## src/rtl/clause_eval_pipe.sv

```systemverilog
// clause_eval_pipe: two-stage clause classifier (SAT/UNIT/CONFLICT/UNRES) with a per-pass conflict summary.
// Define CLAUSE_EVAL_STATS_EN to add saturating unit_count/conflict_count outputs.
module clause_eval_pipe #(
  parameter int NUM_VARIABLE   = 128,
  parameter int VARIABLE_INDEX = $clog2(NUM_VARIABLE),
  parameter int VAR_PER_CLAUSE = 5,
  parameter int CLAUSE_ID_W    = 10,
  parameter int COUNT_W        = 16
) (
  input  logic                                          clock,
  input  logic                                          reset,
  input  logic                                          flush,
  input  logic                                          in_valid,
  output logic                                          in_ready,
  input  logic                                          in_last,
  input  logic [CLAUSE_ID_W-1:0]                        in_clause_id,
  input  logic [VAR_PER_CLAUSE-1:0][VARIABLE_INDEX-1:0] in_variable,
  input  logic [VAR_PER_CLAUSE-1:0]                     in_mask,
  input  logic [VAR_PER_CLAUSE-1:0]                     in_pole,
  input  logic [VAR_PER_CLAUSE-1:0]                     in_unassign,
  input  logic [VAR_PER_CLAUSE-1:0]                     in_assignment,
  output logic                                          out_valid,
  input  logic                                          out_ready,
  output logic [CLAUSE_ID_W-1:0]                        out_clause_id,
  output logic [1:0]                                    out_status,
  output logic [VARIABLE_INDEX-1:0]                     out_implied_var,
  output logic                                          out_implied_val,
  output logic                                          pass_done,
  output logic                                          pass_conflict
`ifdef CLAUSE_EVAL_STATS_EN
  ,
  output logic [COUNT_W-1:0]                            unit_count,
  output logic [COUNT_W-1:0]                            conflict_count
`endif
);
  localparam int CW = $clog2(VAR_PER_CLAUSE + 1);
  logic adv, acc;
  logic s1_valid_q, s1_last_q, s1_true_q, s1_free_val_q;
  logic [CW-1:0] s1_free_q;
  logic [CLAUSE_ID_W-1:0] s1_id_q;
  logic [VARIABLE_INDEX-1:0] s1_free_var_q;
  logic any_true_d, free_val_d;
  logic [CW-1:0] free_cnt_d;
  logic [VARIABLE_INDEX-1:0] free_var_d;
  logic s2_valid_q, s2_last_q, sticky_q;
  logic [1:0] status_d;
  assign adv = ~s2_valid_q | out_ready;
  assign in_ready = adv;
  assign out_valid = s2_valid_q;
  assign acc = s2_valid_q & out_ready & ~flush;
  assign pass_done = acc & s2_last_q;
  assign pass_conflict = pass_done & (sticky_q | (out_status == 2'b11));
  // Lowest-index free slot wins; only meaningful when exactly one slot is free.
  always_comb begin
    any_true_d = 1'b0;
    free_cnt_d = '0;
    free_var_d = '0;
    free_val_d = 1'b0;
    for (int k = VAR_PER_CLAUSE - 1; k >= 0; k--) begin
      any_true_d = any_true_d | (in_mask[k] & ~in_unassign[k] & (in_assignment[k] == in_pole[k]));
      if (in_mask[k] & in_unassign[k]) begin
        free_cnt_d = free_cnt_d + 1'b1;
        free_var_d = in_variable[k];
        free_val_d = in_pole[k];
      end
    end
  end
  always_comb status_d = s1_true_q ? 2'b01 : (s1_free_q == CW'(1)) ? 2'b10 : (s1_free_q == '0) ? 2'b11 : 2'b00;
  always_ff @(posedge clock) begin
    if (reset) begin
      s1_valid_q <= 1'b0;
      s1_last_q <= 1'b0;
      s1_true_q <= 1'b0;
      s1_free_q <= '0;
      s1_id_q <= '0;
      s1_free_var_q <= '0;
      s1_free_val_q <= 1'b0;
      s2_valid_q <= 1'b0;
      s2_last_q <= 1'b0;
      out_clause_id <= '0;
      out_status <= 2'b00;
      out_implied_var <= '0;
      out_implied_val <= 1'b0;
      sticky_q <= 1'b0;
    end else begin
      s1_valid_q <= flush ? 1'b0 : adv ? in_valid : s1_valid_q;
      s2_valid_q <= flush ? 1'b0 : adv ? s1_valid_q : s2_valid_q;
      if (adv) begin
        s1_last_q <= in_last;
        s1_true_q <= any_true_d;
        s1_free_q <= free_cnt_d;
        s1_id_q <= in_clause_id;
        s1_free_var_q <= free_var_d;
        s1_free_val_q <= free_val_d;
        s2_last_q <= s1_last_q;
        out_clause_id <= s1_id_q;
        out_status <= status_d;
        out_implied_var <= (status_d == 2'b10) ? s1_free_var_q : '0;
        out_implied_val <= (status_d == 2'b10) & s1_free_val_q;
      end
      sticky_q <= flush ? 1'b0 : acc ? ~s2_last_q & (sticky_q | (out_status == 2'b11)) : sticky_q;
    end
  end
`ifdef CLAUSE_EVAL_STATS_EN
  always_ff @(posedge clock) begin
    if (reset) begin
      unit_count <= '0;
      conflict_count <= '0;
    end else begin
      if (acc & (out_status == 2'b10) & ~&unit_count) unit_count <= unit_count + 1'b1;
      if (acc & (out_status == 2'b11) & ~&conflict_count) conflict_count <= conflict_count + 1'b1;
    end
  end
`else
  logic unused_count_w;
  assign unused_count_w = COUNT_W > 0;
`endif
endmodule

```

## config.mk

```make
export PLATFORM = sky130hd
export DESIGN_NAME = clause_eval_pipe
export DESIGN_NICKNAME = d
export VERILOG_FILES = /design/src/rtl/clause_eval_pipe.sv
export SDC_FILE = /design/constraint.sdc
export NUM_CORES = 1
export LEC_CHECK = 0
export ABC_AREA = 1
export CORE_UTILIZATION = 39
export DETAILED_ROUTE_END_ITERATION = 16
export GPL_TIMING_DRIVEN = 1
export PLACE_DENSITY = 0.8
export SYNTH_ARGS = -nofsm -noshare
export SYNTH_HDL_FRONTEND = slang
export SYNTH_SLANG_ARGS = --single-unit
```

## constraint.sdc

```tcl
create_clock -name clock -period 1.85 [get_ports clock]
set_clock_uncertainty 0.15 [all_clocks]
set_input_delay 0.2775 -clock clock [delete_from_list [all_inputs] [get_ports clock]]
set_output_delay 0.2775 -clock clock [all_outputs]
set_load 0.1 [all_outputs]
```

==> Implementation_results.wiki <==
{| class="wikitable"
! Metric !! Value
|-
| Maximum number of pins on one net before global-route repair || 26
|-
| Number of setup violations in the final report || 0
|-
| Number of nets in the layout || between 500 and 600
|-
| H-tree Lvls || 2
|-
| Count of state elements after synthesis || 47
|-
| TritonCTS clock tree || built
|-
| Ports placed on the boundary || 95
|-
| Number of antenna violations at the first check in global routing || 0
|-
| Part of the total power dissipated in combinational logic || between 20 and 30%
|-
| Antenna Cells || 0
|-
| P_sw || ~0.00075 W
|-
| Global-route wire length before repair || 10050 um
|-
| Final number of max-transition violations || 0
|-
| Power density relative to cell area || 658.4 nW/um^2
|-
| Crit share post-route || 94.41%
|-
| Number of filler instances in the final layout || 503
|-
| Layout cell share with drive strength beyond 1 || 18.72%
|-
| Ys Warns || 0
|-
| Overall track demand over capacity in global routing || 19.86%
|-
| Number of I/O port buffers || 94
|-
| Max Cap Viol || 0
|-
| Multi-input logic area || approximately 1300 sq um
|-
| Worst min-delay path category || in -> reg
|-
| Share of synthesized area occupied by flip-flops and latches || 39.77%
|-
| Outcome || completed
|-
| Number of vias per cell after detailed routing || between 4 and 5
|-
| Design Power || ~0.0025 W
|-
| Largest buffer count on any clock path || 2
|-
| Antenna-violating nets left || 0
|-
| Slew Limit Headroom || 66.14%
|-
| Part of the total power dissipated in sequential elements || 43.8%
|-
| Mean area per synthesized cell || 6.760 sq um
|-
| Cts-stage hold buffer count || 0
|-
| Vias || 2605
|-
| Number of standard cells in the layout, taps in and fillers out || 529
|-
| Area growth, synth to finish || 63.46%
|-
| Initial drt markers || 84
|-
| Required @ worst endpoint || 1.91 ns
|-
| Buf/Inv on CP || 3
|-
| Latest clock arrival within the worst-skew pair || 0.30 ns
|-
| Data arrival time of the worst path || about 1.8 ns
|-
| Total number of clock tree sinks || 47
|-
| Effective utilization at floorplan || approximately two fifths
|-
| Upper clock frequency limit || 0.5726 GHz
|-
| Number of global-route vias before repair || 2404
|-
| Die Y || 79.89 um
|-
| Die span in x || 79.89 um
|-
| Fin. Hold Viols || 0
|-
| Routability-driven placement congestion ratio || around 0.84
|-
| Remaining Overflow, GRT || 0
|-
| Worst-margin pin slew || 0.5060 ns
|-
| Category of the worst setup path launch point || input port
|-
| CP Capture Type || flop
|-
| Core area || 5886 sq um
|-
| Clock buffer count from CTS || 5
|-
| Number of DRC violations after detailed routing || 0
|-
| Leak || ~1.8 nW
|-
| Worst Setup Path Type || in -> reg
|-
| Kind of cell adding the most delay to the critical path || simple AND/OR/NAND/NOR gates
|-
| Cell with the largest stage delay on the worst path || sky130_fd_sc_hd__ha_2
|-
| Number of distinct library cells after synthesis || 27
|-
| Clock Tree Root || sky130_fd_sc_hd__clkbuf_8
|-
| Detail Placement HPWL || 4716 um
|-
| Placed cell count || roughly 520
|-
| Wire length after detailed routing || 6122 um
|-
| Ordered cell list for the critical path || clkdlybuf4s15_1 > nand2_2 > inv_4 > nand2_4 > nand2_4 > nand2_4 > nand2_4 > ha_4 > nand2_2 > nand2_2 > ha_2 > nand2_1 > nand3_1 > nand3_1 > inv_1
|-
| Post-Syn Area || 2366 sq um
|-
| Clock transition time at the flip-flop clock pins of the worst setup and hold paths || 0.09 ns
|-
| CP most frequent cell || sky130_fd_sc_hd__nand2_4
|-
| Largest stage delay, worst path || around 0.27 ns
|-
| Maximum fanout along the worst path || 4
|-
| Clock power share || 29.4%
|-
| Internal Dissipation || between 0.0015 and 0.002 W
|-
| Synthesized Nets || 423
|-
| Min Tclk post-route || 1.747 ns
|-
| Detailed-route wire length per cell || 11.57 um
|-
| Register cell area after layout || around 940 sq um
|-
| Switching portion of total power || 29.49%
|-
| Cell row count || 28
|-
| Number of detailed-route iterations in the first pass || 5
|-
| Post-synthesis cell count || 350
|-
| Die area || 6382 sq um
|-
| Max rail drop VDD || 441.9 uV
|}
cell usage after synthesis:
cell	n	area (sq um)
sky130_fd_sc_hd__or2_2	1	6.260
sky130_fd_sc_hd__buf_6	4	45.04
sky130_fd_sc_hd__nor4_1	1	6.260
sky130_fd_sc_hd__clkbuf_1	6	22.52
sky130_fd_sc_hd__o21ai_0	47	235.2
sky130_fd_sc_hd__nand3b_1	1	7.510
sky130_fd_sc_hd__buf_4	1	7.510
sky130_fd_sc_hd__nand2_4	2	22.52
sky130_fd_sc_hd__a211oi_1	1	7.510
sky130_fd_sc_hd__inv_1	19	71.32
sky130_fd_sc_hd__o211ai_1	7	52.55
sky130_fd_sc_hd__a31oi_1	3	18.77
sky130_fd_sc_hd__nand4_1	1	6.260
sky130_fd_sc_hd__clkbuf_2	1	5.000
sky130_fd_sc_hd__nand3_2	3	30.03
sky130_fd_sc_hd__ha_1	2	25.02
sky130_fd_sc_hd__nor2_1	76	285.3
sky130_fd_sc_hd__inv_4	1	6.260
sky130_fd_sc_hd__inv_2	4	15.01
sky130_fd_sc_hd__buf_2	6	30.03
sky130_fd_sc_hd__nor2_4	1	11.26
sky130_fd_sc_hd__dfxtp_1	47	940.9
sky130_fd_sc_hd__nand3_1	19	95.09
sky130_fd_sc_hd__nand2_1	65	244.0
sky130_fd_sc_hd__nand2_2	8	50.05
sky130_fd_sc_hd__o221ai_1	1	8.760
sky130_fd_sc_hd__a21oi_1	22	110.1
logic make-up (layout without fill, tap and decap cells):
| group | Yosys count | after routing | synth area share [%] |
|---|---|---|---|
| flops | 47 | 47 | 39.77 |
| compound gates | 81 | 81 | 18.30 |
| fa+ha+maj | 2 | 2 | 1.057 |
| buf+inv | 42 | 146 | 8.567 |
| simple gates | 178 | 178 | 32.31 |
path summary, 6_finish.rpt:
check	from	endpoint	slack, ns	depth (start not counted)
worst max-delay path	in_unassign[4]	s1_free_q[1]	0.10	15
worst min-delay path	flush	out_valid	0.16	4
worst max register to register	s1_free_q[2]	out_implied_var[4]	0.44	5
worst min register to register	s1_free_var_q[2]	out_implied_var[2]	0.31	2
cell usage in the layout, fill, tap and decap left out, drive strengths merged:
cell and count:
nor2 77, nand2 75, clkdlybuf4s50 62, o21ai 47, dfxtp 47, buf 44, inv 23, a21oi 22
nand3 22, o211ai 7, clkbuf 6, a31oi 3, clkdlybuf4s15 3, dlymetal6s2s 2, dlygate4sd2 2, ha 2
clkinv 2, nand4 1, clkinvlp 1, a211oi 1, nand3b 1, or2 1, o221ai 1, nor4 1
bufinv 1
per-layer routing:
metal / vias to the layer above / GRT usage, % / routed length (um)
li1: 1344 / - / -
met1: 1164 / 21.49 / 2529
met2: 83 / 36.92 / 3032
met3: 14 / 5.029 / 413
met4: 0 / 7.143 / 147
met5: - / 0 / 0
tightest hold or removal path: stages:
cell,delay (ns)
sky130_fd_sc_hd__dlymetal6s2s_1,0.10
sky130_fd_sc_hd__inv_2,0.04
sky130_fd_sc_hd__nand2_1,0.10
sky130_fd_sc_hd__a21oi_1,0.05
final cells by class:
| type | instances | share of cell area [%] |
|---|---|---|
| multi-input cells | 261 | 33.06 |
| clock buffers | 5 | 1.779 |
| flip-flops and latches | 47 | 24.43 |
| inverters | 24 | 2.491 |
| clock inverters | 3 | 1.132 |
| repair buffers | 114 | 34.68 |
| well taps | 75 | 2.426 |
stage by stage:
| stage | TNS, ns | util (%) | hold WS [ns] | cell area, sq um | setup WS (ns) |
|---|---|---|---|---|---|
| after detailed placement | -1.248 | 62.63 | 0.3029 | 3686 | -0.5600 |
| after global routing | -0.04221 | 65.71 | 0.1614 | 3867 | -0.03161 |
| after floorplan | -0.09462 | - | 0.2778 | 2381 | -0.09462 |
| after global placement | -0.9028 | 62.63 | 0.2959 | 3686 | -0.4503 |
| after CTS | 0 | 64.71 | 0.3148 | 3809 | 0.01453 |
| final | 0 | 65.71 | 0.1591 | 3867 | 0.1035 |
power groups by stage:
| stage | combinational (W) | clock, W | sequential [W] |
|---|---|---|---|
| global placement | 0.000655 | 0 | 0.00114 |
| global route | 0.000741 | 0.000805 | 0.00112 |
| finish | 0.000685 | 0.000747 | 0.00111 |
| detailed placement | 0.000670 | 0 | 0.00114 |
| CTS | 0.000672 | 0.000765 | 0.00111 |
| floorplan | 0.000214 | 0 | 0.00127 |
flip-flops by register name, summed over array words and instances, names as in the netlist:
name             flops
out_status           2
s1_free_q            3
out_implied_var      7
s1_true_q            1
s1_valid_q           1
s1_last_q            1
out_clause_id       10
out_valid            1
s1_free_val_q        1
s2_last_q            1
sticky_q             1
s1_free_var_q        7
s1_id_q             10
out_implied_val      1
what timing repair did:
item	in CTS	in global routing
setup endpoints to repair	2	4
pin swaps	3	11
resized for setup	9	15
setup buffers	1	2
Note: power is estimated with default switching activity, not from simulation.
